$ cat src/rtl/dmem_ctrl.sv
// Data memory initiator: sequences single/burst word loads and stores
// from the MEM stage onto the data memory port.
module dmem_ctrl #(
  parameter int DEPTH     = 256,
  parameter int RD_LAT    = 1,
  parameter int MAX_BURST = 8
) (
  input  logic        clk,
  input  logic        rst,
  input  logic        req_valid,
  output logic        req_ready,
  input  logic        req_write,
  input  logic [31:0] req_addr,
  input  logic [3:0]  req_len,
  input  logic        wr_valid,
  output logic        wr_ready,
  input  logic [31:0] wr_data,
  output logic        rsp_valid,
  input  logic        rsp_ready,
  output logic [31:0] rsp_data,
  output logic        rsp_last,
  output logic        busy,
  output logic [31:0] mem_addr,
  output logic [31:0] mem_write_data,
  output logic        mem_memwrite,
  output logic        mem_memread,
  input  logic [31:0] mem_read_data
);

  localparam int AW = $clog2(DEPTH);
  localparam int LW = (RD_LAT > 1) ? $clog2(RD_LAT) : 1;

  typedef enum logic [2:0] {
    IDLE,
    WR_WAIT,
    WR_ISSUE,
    RD_ISSUE,
    RD_RESP
  } state_t;

  state_t state, state_n;

  logic [AW-1:0] base;
  logic [AW-1:0] addr_q;
  logic [3:0]    len;
  logic [3:0]    beat;
  logic [LW-1:0] lat;
  logic [3:0]    len_c;
  logic [AW-1:0] beat_addr;
  logic          last;
  logic          lat_done;
  logic          unused_addr;

  assign unused_addr = ^req_addr[31:AW];

  always_comb begin
    len_c = req_len;
    if (req_len == 4'd0)
      len_c = 4'd1;
    else if (req_len > 4'(MAX_BURST))
      len_c = 4'(MAX_BURST);
  end

  assign beat_addr = base + AW'(beat);
  assign last      = (beat == len - 4'd1);
  assign lat_done  = (lat == LW'(RD_LAT - 1));

  assign req_ready    = (state == IDLE);
  assign wr_ready     = (state == WR_WAIT);
  assign rsp_valid    = (state == RD_RESP);
  assign busy         = (state != IDLE);
  assign mem_memwrite = (state == WR_ISSUE);
  assign mem_memread  = (state == RD_ISSUE);
  assign mem_addr     = {{(32-AW){1'b0}}, addr_q};

  always_ff @(posedge clk) begin
    if (rst) state <= IDLE;
    else     state <= state_n;
  end

  always_comb begin
    state_n = state;
    unique case (state)
      IDLE:
        if (req_valid)
          state_n = req_write ? WR_WAIT : RD_ISSUE;
      WR_WAIT:
        if (wr_valid) state_n = WR_ISSUE;
      WR_ISSUE:
        state_n = last ? IDLE : WR_WAIT;
      RD_ISSUE:
        if (lat_done) state_n = RD_RESP;
      RD_RESP:
        if (rsp_ready)
          state_n = last ? IDLE : RD_ISSUE;
      default:
        state_n = IDLE;
    endcase
  end

  // Address is loaded on entry to an issue state so it holds between strobes
  always_ff @(posedge clk) begin
    if (rst) begin
      base           <= '0;
      addr_q         <= '0;
      len            <= '0;
      beat           <= '0;
      lat            <= '0;
      mem_write_data <= '0;
      rsp_data       <= '0;
      rsp_last       <= 1'b0;
    end else begin
      unique case (state)
        IDLE:
          if (req_valid) begin
            base <= req_addr[AW-1:0];
            len  <= len_c;
            beat <= '0;
            lat  <= '0;
            if (!req_write) addr_q <= req_addr[AW-1:0];
          end
        WR_WAIT:
          if (wr_valid) begin
            mem_write_data <= wr_data;
            addr_q         <= beat_addr;
          end
        WR_ISSUE:
          beat <= beat + 4'd1;
        RD_ISSUE:
          if (lat_done) begin
            rsp_data <= mem_read_data;
            rsp_last <= last;
            lat      <= '0;
          end else begin
            lat <= lat + LW'(1);
          end
        RD_RESP:
          if (rsp_ready && !last) begin
            beat   <= beat + 4'd1;
            addr_q <= base + AW'(beat + 4'd1);
          end
        default: ;
      endcase
    end
  end

endmodule

$ cat config.mk
export PLATFORM = sky130hd
export DESIGN_NAME = dmem_ctrl
export DESIGN_NICKNAME = d
export VERILOG_FILES = /design/src/rtl/dmem_ctrl.sv
export SDC_FILE = /design/constraint.sdc
export NUM_CORES = 1
export LEC_CHECK = 0
export ABC_AREA = 1
export CAP_MARGIN = 15
export CORE_MARGIN = 1.5
export CORE_UTILIZATION = 41
export DETAILED_ROUTE_END_ITERATION = 10
export GPL_ROUTABILITY_DRIVEN = 1
export HOLD_SLACK_MARGIN = 0.03
export PLACE_DENSITY_LB_ADDON = 0.08
export SYNTH_ARGS = -nofsm -noshare
export SYNTH_HDL_FRONTEND = slang
export SYNTH_SLANG_ARGS = --single-unit
export TNS_END_PERCENT = 10
$ cat constraint.sdc
create_clock -name clk -period 1.9 [get_ports clk]
set_clock_uncertainty 0.05 [all_clocks]
set_input_delay 0.38 -clock clk [delete_from_list [all_inputs] [get_ports clk]]
set_output_delay 0.38 -clock clk [all_outputs]
set_load 0.05 [all_outputs]
==> flow_summary.json, run 1 <==
{
  "grt_max_degree": 55,
  "syn_area_um2": 4210,
  "synth_edf_count": 0,
  "drt_iter0_drc": 131,
  "reg2reg_depth": 8,
  "p_leak_nw": 2.91,
  "core_um2": 9860,
  "ys_seq_area_share_pct": 43.8,
  "io_pins": 209,
  "final_cell_mix": "nor2_1 (147), dfxtp_1 (88), nand2_1 (82)",
  "fp.dieArea_um2": 10900,
  "synth_cell_type_count": 32,
  "layout_commonest_cell": "nor2_1",
  "fp.dieH_um": 104,
  "period_minus_slack_ps": 1840,
  "dr.pass1.iters": 6,
  "antenna_found_initial": 0,
  "initial_core_util_pct": 42.6,
  "placed_cell_area_um2": 5810,
  "critPathKind": "flip-flop to output pin",
  "layout_setup_ws_ps": 57.9,
  "fmaxAchievable_mhz": 543,
  "status": "finished clean",
  "drive_above_1_share_pct": 18.0,
  "place_ws_ps": 29.4,
  "grt_overflow": 0,
  "worst_pin_slew_ps": 510,
  "remaining_drc_errors": 0,
  "wl_per_cell_um": 13.1,
  "cap_violations": 0,
  "path_max_fanout": 8,
  "finalHoldViolCount": 0,
  "antenna_left": 0,
  "globalplace.congestion": 0.889,
  "avgSynthCellArea_um2": 7.13,
  "hpwl_um": 8500,
  "rows": 36,
  "grt_pass1_vias": 4093,
  "cp_data_arrival_time_ps": 1410,
  "cp.required_ps": 1470,
  "min_path_type": "flip-flop to flip-flop",
  "end_kind": "output pin",
  "grt_pass1_wl_um": 19200,
  "final_util_pct": 61.3,
  "ir_drop_uv": 678,
  "finalInstanceArea_um2": 6050,
  "cts_sinks": 92,
  "setup-tns-final_ps": 0,
  "synth-seq-cells": 92,
  "setup_viol": 0,
  "fin_nets": 865,
  "rsz0062_at_grt": "true",
  "hp-start": "addr_q[1]",
  "htreeDepth": 3,
  "cts.path.max_buffers": 2,
  "port_buffers": 160,
  "synthArstFlopShare_pct": 0,
  "antenna_cells": 0,
  "yosysWarnings": 0,
  "finalCritPeriodShare_pct": 97.0,
  "slew_violations": 0,
  "worstReg2RegStart": "beat[0]",
  "grt_use_total_pct": 21.6,
  "start_kind": "flip-flop",
  "clock_latency_ps": 360,
  "via_per_inst": 4.78,
  "die_x_um": 104,
  "numCtsBuffers": 9,
  "synth_ff_type": "dfxtp_1",
  "powerDensity_nw_per_um2": 1430,
  "vias": 4245,
  "cts.reportedPaths.clkPinSlew_ps": 90,
  "syn_to_final_growth_pct": 43.8,
  "drt-total-wl_um": 11600,
  "power_w": 0.00865,
  "synth_cells": 590,
  "cts_tree": "done",
  "hold_buffers": 0,
  "root_buffer": "clkbuf_8",
  "whs_path_depth": 2,
  "crit_start": "state[0]",
  "max_slew_margin_pct": 66.1
}
[flip-flops by register name, summed over array words and instances, names as in the netlist]
register	count
len	4
rsp_last	1
mem_write_data	32
rsp_data	32
beat	4
addr_q	8
base	8
state	3
[final timing paths]
check / endpoint / slack [ps]
max: rsp_valid / 60
min: addr_q[1] / 420
max reg2reg: addr_q[2] / 90
min reg2reg: addr_q[1] / 420
[metrics by stage]
stage,hold WS (ps),instances
after CTS,424,888
after global routing,455,888
after global placement,403,872
after floorplan,391,613
final,421,888
after detailed placement,410,872
[what timing repair did]
action / 4_1_cts / 5_1_grt
pin swaps: 0 / 3
resized for setup: 17 / 17
buffers inserted: 0 / 0
setup endpoints to repair: 15 / 13
[cells by family (layout without fill, tap and decap cells)]
| group | after synthesis | in the layout | synth area share, % |
|---|---|---|---|
| flops | 92 | 92 | 43.8 |
| other cells | 1 | 24 | 0.0892 |
| simple gates | 275 | 275 | 27.0 |
| xor+xnor | 6 | 6 | 1.25 |
| compound gates | 113 | 113 | 13.9 |
| fa+ha+maj | 9 | 9 | 3.03 |
| buf+inv | 94 | 236 | 10.9 |
[layout make-up]
cell class              count  area [µm²]
clock buffers               9         124
clock inverters             7        68.8
repair buffers            176        1630
multi-input cells         427        2040
inverters                  44         168
flip-flops and latches     92        1850
fillers                   886        3820
well taps                 133         166
[layer usage]
layer | vias to the layer above | GRT usage, % | routed length [µm]
met4 | 0 | 7.84 | 253
li1 | 2152 | - | -
met3 | 22 | 7.64 | 982
met2 | 149 | 36.7 | 5660
met1 | 1922 | 24.9 | 4720
met5 | - | 0 | 0
[cell usage after synthesis, types with 3 or more instances]
library cell / number / area share, %
nand3_1: 27 / 3.2
clkbuf_1: 16 / 1.4
buf_2: 8 / 0.95
nor2_2: 4 / 0.59
inv_2: 8 / 0.71
xnor2_1: 3 / 0.62
o32ai_1: 3 / 0.62
nand2_1: 83 / 7.4
a21oi_1: 27 / 3.2
dfxtp_1: 92 / 44
o21ai_0: 77 / 9.2
inv_1: 35 / 3.1
buf_4: 25 / 4.5
xor2_1: 3 / 0.62
ha_1: 7 / 2.1
nor2_1: 149 / 13
o21ai_1: 3 / 0.36
[power by group]
| part | internal, W | leakage, nW | switching [W] | total, W |
|---|---|---|---|---|
| clock | 0.000507 | 0.0975 | 0.000754 | 0.00126 |
| sequential | 0.00241 | 0.752 | 0.000296 | 0.00270 |
| combinational | 0.00151 | 2.06 | 0.00317 | 0.00468 |
[critical path: stages (launching register included)]
cell and delay [ps]:
dfxtp_4 370, nor2_2 150, inv_2 70, nor2_4 150, buf_6 170, buf_12 140
Note: power is estimated with default switching activity, not from simulation.
==> run 2: changes to the inputs <==
--- a/config.mk
+++ b/config.mk
@@ -6,7 +6,7 @@
 export NUM_CORES = 1
 export LEC_CHECK = 0
 export ABC_AREA = 1
-export CAP_MARGIN = 15
+export CAP_MARGIN = 20
 export CORE_MARGIN = 1.5
 export CORE_UTILIZATION = 41
 export DETAILED_ROUTE_END_ITERATION = 10
==> results of run 2 <==
Same layout as run 1: the final DEF is identical, and so are final timing and power.
==> run 3: changes to the inputs <==
--- a/config.mk
+++ b/config.mk
@@ -7,6 +7,7 @@
 export LEC_CHECK = 0
 export ABC_AREA = 1
 export CAP_MARGIN = 20
+export CORE_ASPECT_RATIO = 1.25
 export CORE_MARGIN = 1.5
 export CORE_UTILIZATION = 41
 export DETAILED_ROUTE_END_ITERATION = 10
==> constraint.sdc (replaced) <==
create_clock -name clk -period 1.9 [get_ports clk]
set_clock_uncertainty 0.05 [all_clocks]
set_input_delay 0.19 -clock clk [delete_from_list [all_inputs] [get_ports clk]]
set_output_delay 0.19 -clock clk [all_outputs]
set_load 0.05 [all_outputs]
==> run 3 against run 2 <==
Die area about the same. Critical endpoint is now addr_q[4]. First-iteration DRC count up 22%. Sequential share of layout area down 1.3 points. Via count up 1.2%. Largest cell class unchanged. Clock power up 35%.
==> flow_summary.json, run 3 (synthesis gave the netlist of run 1 again) <==
{
  "status": "finished clean",
  "path_max_fanout": 8,
  "root_buffer": "clkbuf_16",
  "combPwrFrac_pct": 52.4,
  "powerDensity_nw_per_um2": 1460,
  "numCtsBuffers": 9,
  "regArea_um2": 1840,
  "hpwl_um": 8570,
  "grtUsageMet2_pct": 37.9,
  "ir_drop_uv": 744,
  "drt_iter0_drc": 160,
  "final_cell_mix": "clkdlybuf4s50_1 (154), nor2_1 (148), dfxtp_1 (91)",
  "htreeDepth": 3,
  "fmaxAchievable_mhz": 554,
  "dr.pass1.iters": 4,
  "min_path_type": "input pin to flip-flop",
  "end_kind": "flip-flop",
  "vias": 4298,
  "port_buffers": 160,
  "grt_pass1_wl_um": 19000,
  "syn_to_final_growth_pct": 49.5,
  "clockPowerShare_pct": 18.4,
  "drt-total-wl_um": 12300,
  "fp.dieArea_um2": 10900,
  "die_x_um": 93.6,
  "remaining_drc_errors": 0,
  "via_per_inst": 4.85,
  "rows": 41,
  "power_frac_seq_pct": 29.2,
  "grt_use_total_pct": 22.1,
  "initial_core_util_pct": 41.8,
  "clock_latency_ps": 340,
  "cts_tree": "done",
  "drive_above_1_share_pct": 9.63,
  "cts_sinks": 92,
  "wl_per_cell_um": 13.8,
  "swShare_pct": 46.2,
  "p_leak_nw": 2.78,
  "grt_pass1_vias": 4160,
  "layout_setup_ws_ps": 95.0,
  "start_kind": "flip-flop",
  "antenna_cells": 0,
  "antenna_found_initial": 0,
  "io_pins": 209,
  "p_switching_w": 0.00425,
  "nFillCells": 907,
  "layout_commonest_cell": "clkdlybuf4s50_1",
  "gr-usage-met1_pct": 24.4,
  "globalplace.congestion": 0.847,
  "core_um2": 10100,
  "place_ws_ps": -4.65,
  "cp_data_arrival_time_ps": 1990,
  "fin_hold_ws_ps": 384,
  "cts.path.max_buffers": 2,
  "fp.dieH_um": 116,
  "power_w": 0.00920,
  "cts.reportedPaths.clkPinSlew_ps": 70,
  "setup_viol": 0,
  "cap_violations": 0,
  "finalCritPeriodShare_pct": 95.0,
  "worst_pin_slew_ps": 550,
  "grt_overflow": 0,
  "cp.required_ps": 2080,
  "fin_nets": 868,
  "gr-usage-met3_pct": 8.20,
  "period_minus_slack_ps": 1810,
  "max_slew_margin_pct": 63.2,
  "rsz0062_at_grt": "true",
  "setup-tns-final_ps": 0,
  "critPathKind": "flip-flop to flip-flop",
  "grt_max_degree": 66,
  "internal_power_w": 0.00495,
  "finalHoldViolCount": 0,
  "multi_input_comb_area_um2": 2050,
  "antenna_left": 0,
  "reg_top3": "mem_write_data: 32 flops, rsp_data: 32 flops",
  "top_usage_layer": "met2",
  "slew_violations": 0
}
-- run 3: changes by cell type in the layout (fill, tap and decap cells not counted), moves of 3 or more --
cell             before  now
dfxtp_1              88   91
clkbuf_8              9    2
clkbuf_16             0    9
clkdlybuf4s50_1      81  154
buf_4                73   19
dlygate4sd2_1        14    0
inv_6                 3    0
-- run 3: worst max-delay path, stage by stage, from the launching register on --
cell and delay [ps]:
dfxtp_1 340, inv_1 80, ha_1 300, xor2_1 130, nand2_1 110, nor2_4 160
nand3_4 130, nand3_4 140, inv_4 70, o21ai_1 130, nor2_1 50
-- run 3: final timing paths --
check / slack (ps) / start / cells after the start / to
setup / recovery: 90 / len[0] / 10 / addr_q[4]
hold / removal: 380 / wr_data[3] / 3 / mem_write_data[3]
setup reg to reg: 90 / len[0] / 10 / addr_q[4]
hold reg to reg: 420 / addr_q[7] / 2 / addr_q[7]
-- run 3: per-layer routing --
metal / routed length [µm] / vias to the layer above
li1: - / 2158
met1: 4950 / 1983
met2: 6090 / 135
met3: 960 / 22
met4: 280 / 0
met5: 0 / -
-- run 3: layout make-up --
cell class,instances,area share (%)
clock buffer,13,4.14
clock inverter,3,0.338
inverter,44,2.67
multi-input combinational,428,32.6
sequential,92,29.3
tap,129,2.57
timing repair buffer,178,28.4
-- run 3: stage by stage --
stage                     instance area, µm²  util (%)  cells
after CTS                               6220      61.8    884
final                                   6290      62.5    887
after global routing                    6290      62.5    887
after floorplan                         4290         -    613
after global placement                  5930      59.0    868
after detailed placement                5930      59.0    868
-- run 3: repair_timing --
item | CTS | global route
pin swaps | 0 | 3
cloned | 0 | 1
endpoints found under the hold margin | 0 | 0
setup buffers | 0 | 2
gates resized for setup | 1 | 13
hold buffers | 0 | 0
setup endpoints to repair | 2 | 11
-- run 3: power by group through the flow --
stage | sequential [W] | combinational [W] | clock [W]
after global routing | 0.00274 | 0.00517 | 0.00181
after global placement | 0.00270 | 0.00461 | 0
after floorplan | 0.00388 | 0.00196 | 0
after detailed placement | 0.00271 | 0.00466 | 0
after CTS | 0.00268 | 0.00469 | 0.00174
final | 0.00268 | 0.00481 | 0.00170
==> patch 1, RTL diff (config.mk and constraints of run 1) <==
Reset style: asynchronous (`rst`), changed in 2 clocked blocks.
--- a/src/rtl/dmem_ctrl.sv
+++ b/src/rtl/dmem_ctrl.sv
@@ -73,7 +73,7 @@
   assign mem_memread  = (state == RD_ISSUE);
   assign mem_addr     = {{(32-AW){1'b0}}, addr_q};
 
-  always_ff @(posedge clk) begin
+  always_ff @(posedge clk or posedge rst) begin
     if (rst) state <= IDLE;
     else     state <= state_n;
   end
@@ -99,7 +99,7 @@
   end
 
   // Address is loaded on entry to an issue state so it holds between strobes
-  always_ff @(posedge clk) begin
+  always_ff @(posedge clk or posedge rst) begin
     if (rst) begin
       base           <= '0;
       addr_q         <= '0;
Formal check against the unedited RTL: differs if rst is asserted again (counterexample within 4 cycles, from zero or initial values and one cycle with rst high); with rst held inactive, the same outputs for 4 cycles.
==> patch 1 against run 1 <==
- final cell count fell by 7.0%
- synthesized area up 7.1%
- power grew 49%
- sequential cell count is the same
- critical path depth stayed put
- final area grew 6.6%
- worst setup slack lost 25 ps
- worst hold slack got worse by 11 ps
- routed wire length decreased by 5.3%
==> patch 1: results (changes against run 1) <==
Distinct cells, synth 34 (+6.3%); Psw 6.75 mW (+60%); reg2reg start beat[0]; share of cells above drive strength 1 22.3% (+4.3 points); initial antenna violation count 0 (unchanged); R2R setup slack ~100 ps; vias per std cell 4.71 (-1.5%); drt pass-1 iters 4 (-2); port bufs 160 (unchanged); largest net degree at the start of global routing 65 (+18%); ys async rst share 100% (+100 points); Final GP Congestion 0.834 (-6.2%); Fill cells 958 (+8.1%); Fin. Hold Viols 0 (unchanged); Area contributors post-synth dfrtp_1 51%, nand2_1 16%, mux2_1 7.5%; worst-path maximum fanout 6 (-2); vias in the first global route 3793 (-7.3%); Lkg Pwr 3.27 nW (+12%); CTS Buf Count 9 (unchanged); Post-DP HPWL 8480 um (-0.25%); CTS max path bufs 2 (unchanged); GRT Total Usage 19.4% (-2.1 points); Clk Latency, worst-skew pair 360 ps (about the same); Synth Flop Type dfrtp_1; worst reg2reg path endpoint addr_q[6]; Reg2Reg Depth 11 (+3); min-delay worst type primary input to asynchronous set/reset pin; Setup Fix Bufs, Post-CTS 0 (unchanged); commonest cells in the netlist 188 x nand2_1, 92 x dfrtp_1, 34 x inv_1; final WL 11000 um (-5.3%); Largest regs mem_write_data: 32 flops, rsp_data: 32 flops; Yosys Warn Count 0 (unchanged); sequential area share after synthesis 51.1% (+7.3 points); Max H-tree Level 3 (unchanged); Iter 0 DRT Violations 101 (-23%); Peak VDD IR 1020 uV (+51%); final net count 798 (-7.7%); n_diodes 0 (unchanged); clock root cell clkbuf_8; WP data arrival 1440 ps (+30 ps); CTS clk-pin slew, worst paths 90 ps (about the same); status complete, no violations; first-pass GRT wire length 17500 um (-9.0%)
[patch 1: cell count changes in the layout (fill, tap and decap cells not counted), moves of 15 or more]
cell and change:
buf_4 +16, dfrtp_1 +90, dfxtp_1 -88, a21oi_1 -15, o21ai_0 -65, nor2_1 -137, mux2_1 +30, nand2_1 +105
[patch 1: logic make-up after synthesis]
kind of cell / synth area share (%)
DFF: 51.1
adders and majority gates: 2.83
xor gates and xnor gates: 0.778
muxes: 8.00
other: 0.0833
and+or+nand+nor: 23.5
buffers and inverters: 9.17
AOI/OAI and AO/OA: 4.48
[patch 1: critical path, cell delays in order (launching register included)]
cell	delay, ps
dfrtp_1	430
inv_4	130
nand2_1	120
nor2_4	130
inv_2	90
buf_4	190
[patch 1: layout make-up]
| class | instances | area (sq um) | share of cell area (%) |
|---|---|---|---|
| tap | 140 | 175 | 2.72 |
| inverter | 44 | 174 | 2.70 |
| multi-input combinational | 354 | 1950 | 30.3 |
| sequential | 92 | 2300 | 35.8 |
| timing repair buffer | 182 | 1680 | 26.0 |
| clock inverter | 4 | 26.3 | 0.408 |
| clock buffer | 10 | 138 | 2.14 |
[patch 1: repair_timing]
| action | in CTS | in global routing |
|---|---|---|
| gates resized for setup | 3 | 22 |
| endpoints found under the setup margin | 7 | 17 |
| pin swaps | 0 | 1 |
[patch 1: how the worst max path moves through the flow]
stage	startpoint	to	slack (ps)	depth (start not counted)
after global placement	wr_valid	addr_q[7]	50	9
after detailed placement	wr_valid	addr_q[7]	8	9
after CTS	state[2]	mem_memwrite	-50	2
after floorplan	state[2]	state[0]	-270	4
after global routing	state[2]	busy	-50	5
final	state[1]	busy	30	5
[patch 1: metrics by stage]
stage | hold WS [ps] | setup slack, ps | utilization (%) | std cells | cell area (sq um)
floorplan | 398 | -267 | - | 528 | 4590
global placement | 405 | 53.9 | 57.5 | 812 | 6200
detailed placement | 411 | 8.14 | 57.5 | 812 | 6200
CTS | 410 | -54.8 | 58.9 | 826 | 6360
global route | 435 | -46.6 | 59.7 | 826 | 6450
finish | 410 | 32.4 | 59.7 | 826 | 6450
[patch 1: power groups by stage]
stage	Clock, mW	Sequential (mW)	Combinational [mW]
3_3_place_gp	0	3.47	8.00
5_1_grt	1.30	3.62	8.77
4_1_cts	1.23	3.48	8.09
6_report	1.18	3.50	8.17
3_5_place_dp	0	3.50	8.11
2_1_floorplan	0	6.14	2.82
[patch 1: metal layers]
metal	wire, um	global-route usage, %
met5	0	0
met4	337	9.87
met3	844	5.57
met2	5230	32.1
met1	4580	23.1
==> patch 2, RTL diff (config.mk and constraints of run 1) <==
Made on the original files. The parameter `DEPTH` goes from 256 to 1024.
--- a/src/rtl/dmem_ctrl.sv
+++ b/src/rtl/dmem_ctrl.sv
@@ -1,7 +1,7 @@
 // Data memory initiator: sequences single/burst word loads and stores
 // from the MEM stage onto the data memory port.
 module dmem_ctrl #(
-  parameter int DEPTH     = 256,
+  parameter int DEPTH     = 1024,
   parameter int RD_LAT    = 1,
   parameter int MAX_BURST = 8
 ) (
Formal check against the unedited RTL: not equivalent (a bounded check fails within 4 cycles, from zero or initial values and one cycle with rst high).
==> patch 2 against run 1 <==
- highest routed layer unchanged
- sequential cell count up 4
- critical path type unchanged
- final cell count up 6.3%
- routed wire length up 13%
- largest cell class unchanged
- synthesized area rose by 5.4%
- non-clock buffer count grew 18
- power up 3.6%
- final area rose by 6.7%
- sequential share of layout area down 0.66 points
- worst hold slack is essentially flat
- worst setup slack worse by 22 ps
- largest power group unchanged
==> patch 2: results (changes against run 1) <==
status complete, no violations; Crit path largest cell delay 390 ps (+20 ps); Lkg Pwr 3.06 nW (+5.2%); Synth Area in Compound Gates 14.0% (+0.080 points); non-filler cells, final 944 (+6.3%); Cells after Synth 628 (+6.4%); mux cell area share after synthesis 0% (unchanged); hold path start addr_q[9]; Post-DP HPWL 9690 um (+14%); Final GP Congestion 0.873 (-1.8%); vias in the first global route 4475 (+9.3%); Area contributors post-synth dfxtp_1 43%, nor2_1 12%, o21ai_0 8.7%; Crit path max-delay family buffers and inverters; placed instance count 929 (+6.5%); Yosys Warn Count 0 (unchanged); Clk Latency, worst-skew pair 350 ps; DP Area 6180 sq um (+6.3%); reg2reg start len[0]; WP data arrival 1430 ps (+20 ps); DR vias 4604 (+8.5%); largest net degree at the start of global routing 62 (+13%); first-pass GRT wire length 20900 um (+9.2%); hold_buf cts 0 (unchanged); clock root cell clkbuf_8; Max H-tree Level 3 (unchanged); met3 wire len 1110 um (+13%); min-delay worst type flip-flop to flip-flop; n_diodes 0 (unchanged); Synth Flop Type dfxtp_1; wl on met1 5200 um (+10%); Largest regs mem_write_data: 32 flops, rsp_data: 32 flops; met2 WL 6540 um (+16%); CTS Buf Count 9 (unchanged); Slew HR 66.2% (+0.086 points); GRT Total Usage 23.2% (+1.6 points); final WL 13200 um (+13%); final net count 919 (+6.2%); commonest cells in the netlist 144 x nor2_1, 96 x dfxtp_1, 93 x nand2_1; worst-path maximum fanout 10 (+2); Post-Synth Adder-Cell Area 2.88% (-0.16 points); drt pass-1 iters 5 (-1); Synth Area in XOR/XNOR 0.988% (-0.26 points); uppermost layer routed met4; Iter 0 DRT Violations 277 (+110%); port bufs 164 (+2.5%); share of cells above drive strength 1 18.7% (+0.67 points); CP Launch Point state[0]; sequential area share after synthesis 43.4% (-0.43 points); Peak VDD IR 829 uV (+22%)
## patch 2: metrics by stage
step	hold WS, ps	setup TNS, ps	setup slack (ps)	utilization, %
after global placement	400	0	36.4	59.3
final	421	0	35.9	61.9
after CTS	419	0	4.49	60.9
after global routing	455	-164	-37.9	61.9
after detailed placement	405	-6.87	-6.87	59.3
after floorplan	393	-165	-59.1	-
## patch 2: final timing paths
check / end / slack (ps) / cells past startpoint
max: wr_ready / 40 / 6
min: addr_q[9] / 420 / 2
max reg2reg: addr_q[7] / 120 / 10
min reg2reg: addr_q[9] / 420 / 2
## patch 2: worst min-delay path, cell delays in order (launching register included)
cell	delay [ps]
dfxtp_1	320
nand2_1	60
a21oi_1	50
## patch 2: final cells by class
cell class	count	area, sq um
clock buffer	9	124
clock inverter	6	43.8
fill	955	3970
inverter	47	178
multi-input combinational	456	2230
sequential	96	1930
tap	136	170
timing repair buffer	194	1780
## patch 2: kinds of logic after synthesis
logic type      after synthesis
flops                        96
simple gates                301
xor+xnor                      5
other cells                   1
compound gates              119
buf+inv                      97
fa+ha+maj                     9
## patch 2: repair_timing
action,4_1_cts,5_1_grt
buffers inserted,0,0
setup endpoints to repair,20,16
cloned,0,0
gates resized for setup,19,27
pin swaps,0,5
## patch 2: report_power, final
| group | switching [mW] | leakage, nW | internal (mW) |
|---|---|---|---|
| Clock | 0.748 | 0.0859 | 0.477 |
| Sequential | 0.292 | 0.785 | 2.51 |
| Combinational | 3.28 | 2.19 | 1.65 |
## patch 2: layer usage
metal  global-route usage (%)  vias to the layer above
li1                         -                     2320
met1                     25.3                     2098
met2                     40.6                      161
met3                     8.27                       25
met4                     9.90                        0
met5                        0                        -
